==> config.mk <==
export PLATFORM = sky130hd
export DESIGN_NAME = led_frame_sequencer
export DESIGN_NICKNAME = d
export VERILOG_FILES = /design/src/rtl/led_pkg.sv /design/src/rtl/led_frame_sequencer_pixel_ram.sv /design/src/rtl/led_frame_sequencer.sv
export SDC_FILE = /design/constraint.sdc
export NUM_CORES = 1
export LEC_CHECK = 0
export CAP_MARGIN = 40
export CORE_AREA = 2 2 138 140
export CTS_BUF_LIST = sky130_fd_sc_hd__clkbuf_8
export DETAILED_ROUTE_END_ITERATION = 12
export DIE_AREA = 0 0 140 142
export DONT_BUFFER_PORTS = 1
export GPL_TIMING_DRIVEN = 0
export PLACE_DENSITY_LB_ADDON = 0.12
export SETUP_SLACK_MARGIN = 0.1
export SYNTH_ARGS = -nofsm -noshare
export SYNTH_HDL_FRONTEND = slang
export SYNTH_SLANG_ARGS = --single-unit
==> constraint.sdc <==
create_clock -name clk -period 5.9 [get_ports clk]
set_clock_uncertainty 0.1 [all_clocks]
set_input_delay 1.18 -clock clk [delete_from_list [all_inputs] [get_ports clk]]
set_output_delay 1.18 -clock clk [all_outputs]
set_load 0.05 [all_outputs]
==> src/rtl/led_pkg.sv <==
// Shared types and helpers for the LED frame sequencer and its pixel store.
package led_pkg;

    typedef enum logic [1:0] {
        IDLE,
        FETCH,
        SEND,
        LATCH
    } seq_state_t;

    typedef logic [23:0] pixel_t;

    localparam int DEFAULT_LATCH_CYCLES = 2000;

    // Host colours arrive as {R,G,B}; WS2812 parts expect G first on the wire.
    function automatic pixel_t rgb_to_grb(input pixel_t rgb);
        return {rgb[15:8], rgb[23:16], rgb[7:0]};
    endfunction

endpackage

==> src/rtl/led_frame_sequencer_pixel_ram.sv <==
// One frame of pixel colours: synchronous write, registered read, read-before-write.
module pixel_ram
    import led_pkg::*;
#(
    parameter int NUM_LEDS = 8,
    parameter int ADDR_W   = (NUM_LEDS > 1) ? $clog2(NUM_LEDS) : 1
) (
    input  logic              clk,
    input  logic              i_wr_en,
    input  logic [ADDR_W-1:0] i_wr_addr,
    input  pixel_t            i_wr_data,
    input  logic              i_rd_en,
    input  logic [ADDR_W-1:0] i_rd_addr,
    output pixel_t            o_rd_data
);

    pixel_t r_mem [NUM_LEDS];
    pixel_t r_rd_data;
    logic   w_wr_ok;

    // Addresses past the last pixel are representable when NUM_LEDS is not a power of two.
    assign w_wr_ok = i_wr_en && (int'(i_wr_addr) < NUM_LEDS);

    always_ff @(posedge clk) begin
        if (w_wr_ok) begin
            r_mem[i_wr_addr] <= i_wr_data;
        end
        if (i_rd_en) begin
            r_rd_data <= r_mem[i_rd_addr];
        end
    end

    assign o_rd_data = r_rd_data;

endmodule

==> src/rtl/led_frame_sequencer.sv <==
// Feeds a stored frame pixel by pixel to send_bytes, then holds the line for the latch gap.
module led_frame_sequencer
    import led_pkg::*;
#(
    parameter int NUM_LEDS     = 8,
    parameter int LATCH_CYCLES = DEFAULT_LATCH_CYCLES,
    localparam int ADDR_W      = (NUM_LEDS > 1) ? $clog2(NUM_LEDS) : 1
) (
    input  logic              clk,
    input  logic              reset,
    input  logic              wr_en,
    input  logic [ADDR_W-1:0] wr_addr,
    input  logic [23:0]       wr_data,
    input  logic              frame_start,
    input  logic              tx_done,
    output logic [23:0]       pixel_data,
    output logic              tx_hold,
    output logic              busy,
    output logic              frame_done
);

    localparam int                CNT_W    = $clog2(LATCH_CYCLES);
    localparam logic [ADDR_W-1:0] LAST_IDX = ADDR_W'(NUM_LEDS - 1);
    localparam logic [CNT_W-1:0]  LAST_CNT = CNT_W'(LATCH_CYCLES - 1);

    seq_state_t        r_state;
    seq_state_t        w_next_state;
    logic [ADDR_W-1:0] r_idx;
    logic [CNT_W-1:0]  r_lcnt;
    pixel_t            r_pixel_data;
    logic              r_tx_hold;
    logic              r_busy;
    logic              r_frame_done;
    logic              r_send_first;

    logic              w_start;
    logic              w_pix_done;
    logic              w_last_pix;
    logic              w_latch_end;
    logic              w_tx_hold_nxt;
    logic              w_busy_nxt;
    logic              w_frame_done_nxt;
    logic              w_rd_en;
    logic [ADDR_W-1:0] w_rd_addr;
    pixel_t            w_rd_data;

    pixel_ram #(
        .NUM_LEDS (NUM_LEDS),
        .ADDR_W   (ADDR_W)
    ) u_pixel_ram (
        .clk       (clk),
        .i_wr_en   (wr_en),
        .i_wr_addr (wr_addr),
        .i_wr_data (wr_data),
        .i_rd_en   (w_rd_en),
        .i_rd_addr (w_rd_addr),
        .o_rd_data (w_rd_data)
    );

    // frame_done is high in the first IDLE cycle; a start seen then is dropped.
    assign w_start     = (r_state == IDLE) && frame_start && !r_frame_done;
    // send_bytes is still coming out of reset in the first SEND cycle, so its done is stale.
    assign w_pix_done  = (r_state == SEND) && tx_done && !r_send_first;
    assign w_last_pix  = (r_idx == LAST_IDX);
    assign w_latch_end = (r_state == LATCH) && (r_lcnt == LAST_CNT);

    always_ff @(posedge clk or negedge reset) begin
        if (!reset) begin
            r_state      <= IDLE;
            r_tx_hold    <= 1'b1;
            r_busy       <= 1'b0;
            r_frame_done <= 1'b0;
        end else begin
            r_state      <= w_next_state;
            r_tx_hold    <= w_tx_hold_nxt;
            r_busy       <= w_busy_nxt;
            r_frame_done <= w_frame_done_nxt;
        end
    end

    always_comb begin
        w_next_state = r_state;
        unique case (r_state)
            IDLE: begin
                if (w_start) begin
                    w_next_state = FETCH;
                end
            end
            FETCH: begin
                w_next_state = SEND;
            end
            SEND: begin
                if (w_pix_done) begin
                    w_next_state = w_last_pix ? LATCH : FETCH;
                end
            end
            LATCH: begin
                if (w_latch_end) begin
                    w_next_state = IDLE;
                end
            end
            default: begin
                w_next_state = IDLE;
            end
        endcase
    end

    // Outputs are registered from the next state so they line up with r_state.
    always_comb begin
        w_tx_hold_nxt    = (w_next_state != SEND);
        w_busy_nxt       = (w_next_state != IDLE);
        w_frame_done_nxt = w_latch_end;
        w_rd_en          = w_start || (w_pix_done && !w_last_pix);
        w_rd_addr        = (r_state == IDLE) ? '0 : r_idx + ADDR_W'(1);
    end

    always_ff @(posedge clk or negedge reset) begin
        if (!reset) begin
            r_idx        <= '0;
            r_lcnt       <= '0;
            r_pixel_data <= '0;
            r_send_first <= 1'b0;
        end else begin
            if (w_start) begin
                r_idx <= '0;
            end else if (w_pix_done && !w_last_pix) begin
                r_idx <= r_idx + ADDR_W'(1);
            end
            r_lcnt <= (r_state == LATCH && !w_latch_end) ? r_lcnt + CNT_W'(1) : '0;
            if (r_state == FETCH) begin
                r_pixel_data <= rgb_to_grb(w_rd_data);
            end
            r_send_first <= (r_state == FETCH);
        end
    end

    assign pixel_data = r_pixel_data;
    assign tx_hold    = r_tx_hold;
    assign busy       = r_busy;
    assign frame_done = r_frame_done;

endmodule
-- Word level (Yosys, flattened, before mapping)
Memory sizes are Yosys's and may differ from the RTL's. A register that Yosys moved wholly into a read port is not among the register bits.
Index checks and enable logic that the tools add are counted.
Widths: inputs -> output; s select.
- $add $sub $neg: 2
- equality and inequality tests: 6
- muxes and demuxes: 11
- reductions and logical operators: 15
- operators with widths (operator ; count):
    $add 11x1->11 const B ; 1
    $eq 11x11->1 const B ; 1
    $mux 11 ; 1
    $mux 3 ; 3
    $mux 2 ; 4
    $pmux 2 s4 ; 1
    $logic_and 1x1->1 ; 7
    $eq 2x2->1 const B ; 2
    $logic_not 1->1 ; 4
    $reduce_bool 2->1 ; 2
    $add 3x1->3 const B ; 1
    $eq 3x3->1 const B ; 1
    $eq 2x1->1 const B ; 1
    $logic_not 2->1 ; 1
    $mux 1 ; 2
    $ne 2x2->1 const B ; 1
    $logic_or 1x1->1 ; 1
- flip-flop bits (word level): 44
- memory bits (writable): 192
- input bits: 32
- output and inout port bits: 27
- word-level logic and storage cells: 43
- memories kept: 1
- memories (name ; depth ; bits a word ; rd ports ; clocked after memory_dff ; wr ports ; RTL line ; source):
    u_pixel_ram.r_mem ; 8 ; 24 ; 1 ; 1 ; 1 ; led_frame_sequencer_pixel_ram.sv:17 ; pixel_t r_mem [NUM_LEDS];

-- Longest topological paths before layout
Gate-level depths: netlist of run 1.
- depth after elaboration: 6
- depth in mapped cells: 9
- gate-level depth less buffers: 6

-- Modules after synthesis
From an unflattened synthesis of run 1, not the netlist that was laid out.
- cell total of the unflattened synthesis: 462
- area, all modules: 9894.5 µm²
- by module, submodules not included (module ; instances ; cells each ; area an instance (µm²) ; sequential area each (µm²)):
    pixel_ram ; 1 ; 314 ; 8037.7 ; 6486.2
    led_frame_sequencer ; 1 ; 148 ; 1856.8 ; 1102.3

-- Least setup slack after synthesis of run 1
OpenSTA, ideal clock, no wires.
- kind: in2reg
- start point: input wr_addr[2]
- end point: memory u_pixel_ram.r_mem[0][0] (netlist bit), enable pin
- arrival time: 3.029 ns
- setup slack: 2.335 ns
- stages on the path: 2
- path buffers: 0
- path through: nand2b_1 -> nor3_1
- RTL lines (what ; RTL line ; source):
    start: declaration ; led_frame_sequencer.sv:12 ; input logic [ADDR_W-1:0] wr_addr,
    end: declaration ; led_frame_sequencer_pixel_ram.sv:17 ;
No word-level cell before the write port.

-- Worst setup path after layout of run 1
- start point: register r_idx[0]
- end point: register u_pixel_ram.r_rd_data[17], in the netlist u_pixel_ram.o_rd_data[17], read port of u_pixel_ram.r_mem, data pin
- longest elaborated chain between the ends: 4
- elaborated cells between the ends (all ways): 6
- ends and longest elaborated chain (what ; RTL line ; source):
    start: declaration ; led_frame_sequencer.sv:28 ; logic [ADDR_W-1:0] r_idx;
    start signal: assignment ; led_frame_sequencer.sv:127 ; r_idx <= r_idx + ADDR_W'(1);
    branches (longest 4 deep; another with $add 3x1->3) ; - ;
    end: declaration ; led_frame_sequencer_pixel_ram.sv:18 ; pixel_t r_rd_data;
Several ways; the timed one is not identified.
A chain may end at the register's enable or synchronous reset.

==> impl_metrics.ini, run 1 <==
[worst_setup_path]
rr_worst_depth = 9
max_stage_delay_ns = 0.38
crit_buf_inv = 3
r2r_setup_slack_ns = 3.39
arrival_ns = 2.65
crit_chain = ha_1 -> ha_1 -> buf_2 -> nand2b_1 -> clkbuf_1 -> buf_2 -> o221ai_1 -> o21ai_1 -> nand2_1
cpLargestDelayFamily = buffers and inverters
cp_slowest_cell = dfrtp_1
crit_type = flop to flop
worst_r2r_endpoint = u_pixel_ram.o_rd_data[17]
r2r_start = r_idx[0]
required_ns = 6.05
cp-start-kind = flop
crit_path_max_fanout = 10
endpoint_kind = flop

[status]
violations = DRC
outcome = finished, violations left

[power]
power.density_nw_per_um2 = 511
ir_drop_uv = 230
static-leakage-power_nw = 4.07
total_power_w = 0.00576

[logic_synthesis]
synth_cells = 622
async_flop_share_pct = 16.9
yosysSeqAreaShare_pct = 75.8
synth_edf_count = 216
synthTopCellsByArea = edfxtp_1 65%, dfrtp_1 11%, mux2i_1 7.2%, mux2_2 2.7%, o221ai_1 2.1%
synth_area_um2 = 10000
syn_nets = 657
synth_top_area_share_pct = 64.8
ys.flop_type = edfxtp_1
synth_cell_type_count = 36
ys_warn_count = 0
synth_seq_cells = 260
synth_top_cell_by_area = edfxtp_1
synth_area_per_cell_um2 = 16.1

[clock_network]
clockBufferDepth = 3
clkLatencyLatePin_ns = 0.53
cts_tree = done
postCtsHoldBufs = 0
cts-resized-gates = 0
numCtsBuffers = 42
clk_pin_slew_ns = 0.06
cts_root_buf = clkbuf_8
cts_sinks = 260
post_cts.repair.setup_buffers = 0
htreeDepth = 2

[timing]
min_period_ns = 2.51
relSlewSlack_pct = 42.1
setup_slack_ns = 3.39
clock.fmax_ghz = 0.399
tightest_slew_ns = 0.867
setup_violations = 0
hold_violations = 0
fin_crit_sh_pct = 42.5
final_max_slew_viol_count = 0
tns_ns = 0
rsz0062_at_grt = false

[placed_design]
port-buffer-count = 0
hpwl_um = 12500
pre_cts_ws_ns = 3.05
gp_congestion = 0.795
dpl_cell_area_um2 = 10500

[routing]
ant_nets = 0
remaining_drc_errors = 3
wl_per_cell_um = 21.2
post_drt_via_cell_ratio = 5.76
first_pass_iters = 11
drt_wl_total_um = 20000
vias = 5416
drt_iter0_markers = 458

[global_route]
antenna_found_initial = 0
grt_pass1_wl_um = 30800
track_usage_pct = 20.5
overflow = 0
grt_pass1_vias = 5450
grt_max_degree = 45

[floorplan]
rows = 50
die_w_um = 140
die_h_um = 142
start_util_pct = 54.3
die_area_um2 = 19900
core_um2 = 18500
io_pins = 59

[layout]
drive_gt1_share_pct = 17.4
nets = 710
nFillCells = 1352
antennaDiodeCount = 0
finalInstanceArea_um2 = 11300
area_growth_pct = 12.6

[job]
max_cap_viol_count = 0

[worst_hold_path]
worst_hold_path_type = input pin to async pin
[layout by cell type, fill, tap and decap left out, types with 3 or more instances in the layout]
master      n
clkbuf_1    7
buf_6       5
buf_16      3
xnor2_1     4
buf_4       5
nor2_4      6
clkbuf_8   48
buf_2      22
mux2i_1    72
edfxtp_1  216
ha_1        3
nand2_1    54
nor2_1     39
nand3_1     8
nand2b_1    6
nand4_1     3
o22ai_1    24
clkinv_2    3
o21ai_1    17
o21ai_0    11
a21oi_1     6
clkinv_1    8
dfrtp_1    43
mux2_2     24
inv_1      19
o221ai_1   24
[synth_stat cells (7+ instances only)]
master      n
nor2_1     45
o21ai_1    17
mux2_2     24
mux2i_1    72
nand2_1    54
nand3_1     8
dfrtp_1    43
edfxtp_1  216
buf_2      22
o22ai_1    24
o21ai_0    11
o221ai_1   24
clkbuf_1    7
[worst reg2reg max path, stage by stage, from the launching register on]
cell and delay, ns:
dfrtp_1 0.38, ha_1 0.20, ha_1 0.26, buf_2 0.19, nand2b_1 0.09, clkbuf_1 0.29
buf_2 0.35, o221ai_1 0.15, o21ai_1 0.10, nand2_1 0.14
[layout make-up]
type	instances	area [um2]	share of cell area [%]
repair buffers	9	146	1.30
multi-input cells	325	2290	20.3
clock buffers	48	661	5.86
inverters	3	11.3	0.0999
plain buffers	34	181	1.61
well taps	234	293	2.60
flip-flops and latches	260	7590	67.3
clock inverters	27	105	0.932
[through the flow]
stage / hold slack [ns] / utilization (%) / instances
after floorplan: 0.354 / - / 622
after global placement: 0.360 / 55.9 / 856
after detailed placement: 0.362 / 56.8 / 864
after CTS: 0.211 / 60.9 / 939
after global routing: 0.216 / 61.1 / 940
final: 0.244 / 61.1 / 940
[state kept, by name, summed over array words and instances (netlist names)]
register and count:
frame_done 1, u_pixel_ram.r_mem 192, r_send_first 1, u_pixel_ram.o_rd_data 24, r_idx 3, r_state 2, busy 1, pixel_data 24
tx_hold 1, r_lcnt 11
[routing by layer]
metal / wire (um) / up-vias / part of all wire, % / track usage (%)
met5: 0 / - / 0 / 0
met4: 463 / 0 / 2.3 / 6.70
met3: 1430 / 36 / 7.1 / 5.11
met2: 8920 / 193 / 45 / 30.8
met1: 9140 / 2703 / 46 / 29.9
li1: - / 2484 / - / -
[cell families (layout without fill, tap and decap cells)]
logic type / after synthesis / in the layout / share of synthesized area [%]
adder cells (fa/ha/maj): 3 / 3 / 0.375
XOR/XNOR: 6 / 6 / 0.525
flip-flops: 260 / 260 / 75.8
buffers and inverters: 37 / 121 / 1.92
AND/OR/NAND/NOR: 133 / 133 / 5.85
AO/OA/AOI/OAI: 87 / 87 / 5.66
multiplexers: 96 / 96 / 9.90
[how the worst max path moves through the flow]
| stage | to | depth (start not counted) | from |
|---|---|---|---|
| after floorplan | u_pixel_ram.r_mem[0][0] | 2 | wr_addr[2] |
| after global placement | u_pixel_ram.r_mem[4][22] | 2 | wr_en |
| after detailed placement | u_pixel_ram.r_mem[0][22] | 3 | wr_addr[2] |
| after CTS | tx_hold | 0 | tx_hold |
| after global routing | u_pixel_ram.o_rd_data[16] | 9 | r_idx[0] |
| final | u_pixel_ram.o_rd_data[17] | 9 | r_idx[0] |
[report_power, final]
group          leakage, nW  internal, W  switching (W)
logic                 1.12     0.000621        0.00107
clock network        0.455     0.000738       0.000651
registers             2.50      0.00227       0.000415
No activity file was read; power rests on OpenSTA's default activity.
==> run 2, diff against run 1 <==
- ABC_AREA: unset -> 1
- CORE_AREA: 2 2 138 140 -> 2 2 146 148
- DIE_AREA: 0 0 140 142 -> 0 0 148 150
- clock period: 5.9 -> 2.2 ns (I/O delays scaled with it)
==> impl_metrics.ini, run 2 <==
[power]
internal-power_w = 0.0104
ir_drop_uv = 844
static-leakage-power_nw = 5.87
pwr-share-clk_pct = 21.2
switching_power_w = 0.00758
power.density_nw_per_um2 = 1390
seq_power_share_pct = 40.9
combPwrFrac_pct = 38.0
total_power_w = 0.0179
power_switching_share_pct = 42.3

[layout]
drive_gt1_share_pct = 10.6
nFillCells = 1698
fin_util_pct = 62.2
multi_input_area_um2 = 2630
area_growth_pct = 15.0
antennaDiodeCount = 0
nets = 1221
seqCellArea_um2 = 7590
largest_reg_flops = 192
mostFrequentLayoutCells = 315 x nand2_1, 232 x inv_1, 216 x edfxtp_1
final_common_cell = nand2_1
regMostFlops = u_pixel_ram.r_mem
finalInstanceArea_um2 = 12900

[routing]
drt_iter0_markers = 693
first_pass_iters = 5
post_drt_via_cell_ratio = 5.02
vias = 7486
drt_wl_total_um = 25100
wl_per_cell_um = 16.9
remaining_drc_errors = 0
ant_nets = 0

[worst_setup_path]
crit_path_start = r_idx[0]
max_stage_delay_ns = 0.39
crit_path_max_fanout = 10
r2r_start = r_idx[0]
rr_worst_depth = 8
cp_slowest_cell = dfrtp_1
required_ns = 2.35
cpLargestDelayFamily = adder cells
crit_buf_inv = 3
crit_cells = 8
worst_r2r_endpoint = u_pixel_ram.o_rd_data[13]
cp-endpoint = u_pixel_ram.o_rd_data[13]
crit_type = flop to flop
cp-start-kind = flop
crit_chain = ha_1 -> ha_1 -> inv_1 -> nor2_4 -> inv_4 -> buf_4 -> nand2_1 -> nand2_1
endpoint_kind = flop
r2r_setup_slack_ns = 0.17
arrival_ns = 2.18

[floorplan]
die_h_um = 150
die_w_um = 148
die_area_um2 = 22200
start_util_pct = 54.1
core_um2 = 20700
io_pins = 59
rows = 53

[status]
outcome = finished clean

[timing]
rsz0062_at_grt = true
setup_violations = 0
fin_crit_sh_pct = 92.2
tightest_slew_ns = 0.863
hold_violations = 0
relSlewSlack_pct = 42.3
clock.fmax_ghz = 0.493
min_period_ns = 2.03
hold_slack_ns = 0.174
final_max_slew_viol_count = 0

[clock_network]
cts_sinks = 260
clockBufferDepth = 3
clk_pin_slew_ns = 0.06
cts_root_buf = clkbuf_8
numCtsBuffers = 42
clkLatencyLatePin_ns = 0.54
htreeDepth = 2
cts_tree = done

[logic_synthesis]
synth_xor_xnor_area_share_pct = 0.0783
synth_area_um2 = 11200
synth_common_cells = 321 x nand2_1, 216 x edfxtp_1, 213 x inv_1
synth_area_per_cell_um2 = 10.1
synth_edf_count = 216
ys.flop_type = edfxtp_1
synth_top_cell_by_area = edfxtp_1
synth_cells = 1109
yosysMostFrequentCell = nand2_1
syn_nets = 1144
synth_compound_area_share_pct = 0.347
synthMuxAreaShare_pct = 0
synth_top_area_share_pct = 58.0
synth_seq_cells = 260
synth-simple-area-share_pct = 21.9
async_flop_share_pct = 16.9
synth_top_family_by_area = simple AND/OR/NAND/NOR gates
ys_warn_count = 0
synthTopCellsByArea = edfxtp_1 58%, nand2_1 11%, dfrtp_1 9.6%, nand3_1 9.1%, inv_1 7.1%
yosysSeqAreaShare_pct = 67.8
synthAdderAreaFrac_pct = 0.335
synth_cell_type_count = 27

[job]
max_cap_viol_count = 0

[global_route]
grt_max_degree = 45
grt_pass1_wl_um = 39400
grt_busiest_layer = met2
overflow = 0
antenna_found_initial = 0
use_met1_pct = 32.6
grt_pass1_vias = 7145
grt_use_met2_pct = 38.0
track_usage_pct = 23.6
grt_use_met3_pct = 4.76

[placed_design]
port-buffer-count = 0
hpwl_um = 16000
dpl_cell_area_um2 = 11700
gp_congestion = 0.813

[worst_hold_path]
worst_hold_path_type = input pin to flop
run 2: cell count changes in the layout (fill, tap and decap cells not counted), moves of 7 or more:
cell | before | now
nand2_1 | 54 | 315
inv_1 | 19 | 232
nand3_1 | 8 | 204
mux2i_1 | 72 | 0
dlygate4sd3_1 | 0 | 25
mux2_2 | 24 | 0
o221ai_1 | 24 | 0
o22ai_1 | 24 | 0
o21ai_1 | 17 | 0
nor2_1 | 39 | 24
buf_4 | 5 | 13
o21ai_0 | 11 | 3
nand2_2 | 0 | 7
run 2: worst min path at each step:
stage / start / end / slack [ns] / depth (start not counted)
finish: frame_start / r_idx[2] / 0.17 / 3
global route: wr_addr[1] / u_pixel_ram.r_mem[2][13] / 0.18 / 2
CTS: frame_start / r_idx[2] / 0.15 / 3
detailed placement: reset / r_lcnt[3] / 0.05 / 0
global placement: reset / r_lcnt[2] / 0.05 / 0
floorplan: reset / busy / 0.04 / 0
run 2: logic make-up after synthesis:
group                      count (synthesis)
and+or+nand+nor                          572
xor gates and xnor gates                   1
buffers and inverters                    266
DFF                                      260
adders and majority gates                  3
AOI/OAI and AO/OA                          7
run 2: power by group through the flow:
stage          clock, W  combinational [W]  sequential [W]
2_1_floorplan         0            0.00423         0.00737
3_3_place_gp          0            0.00623         0.00743
3_5_place_dp          0            0.00640         0.00744
4_1_cts         0.00387            0.00663         0.00734
5_1_grt         0.00410            0.00762         0.00739
6_report        0.00379            0.00681         0.00733
run 2: worst register-to-register path, cell delays in order, from the launching register on:
cell	delay (ns)
dfrtp_1	0.39
ha_1	0.20
ha_1	0.26
inv_1	0.06
nor2_4	0.23
inv_4	0.10
buf_4	0.20
nand2_1	0.08
nand2_1	0.11
run 2: what timing repair did:
| item | 4_1_cts | 5_1_grt |
|---|---|---|
| hold buffers | 26 | 0 |
| setup buffers | 1 | 0 |
| cloned | 0 | 0 |
| pin swaps | 1 | 2 |
| setup endpoints to repair | 21 | 19 |
| endpoints found under the hold margin | 236 | 0 |
| gates resized for setup | 15 | 24 |
run 2: cell type report:
type / count / share of cell area (%)
Timing Repair Buffer: 33 / 3.32
Buffer: 49 / 2.34
Sequential cell: 260 / 58.9
Tap cell: 275 / 2.67
Multi-Input combinational cell: 583 / 20.4
Clock buffer: 49 / 5.24
Inverter: 217 / 6.35
Clock inverter: 25 / 0.739
run 2: per-stage QoR:
stage,setup TNS [ns],setup slack (ns),instances
floorplan,0,0.0902,1109
global placement,-146.60,-0.919,1384
detailed placement,-5.81,-0.350,1389
CTS,0,0.110,1490
global route,0,0.0881,1491
finish,0,0.171,1491
run 2: layer usage:
metal  wire length (um)  up-vias
met2              11600      274
met1              11000     3466
li1                   -     3702
met4                569        0
met3               2000       44
met5                  0        -
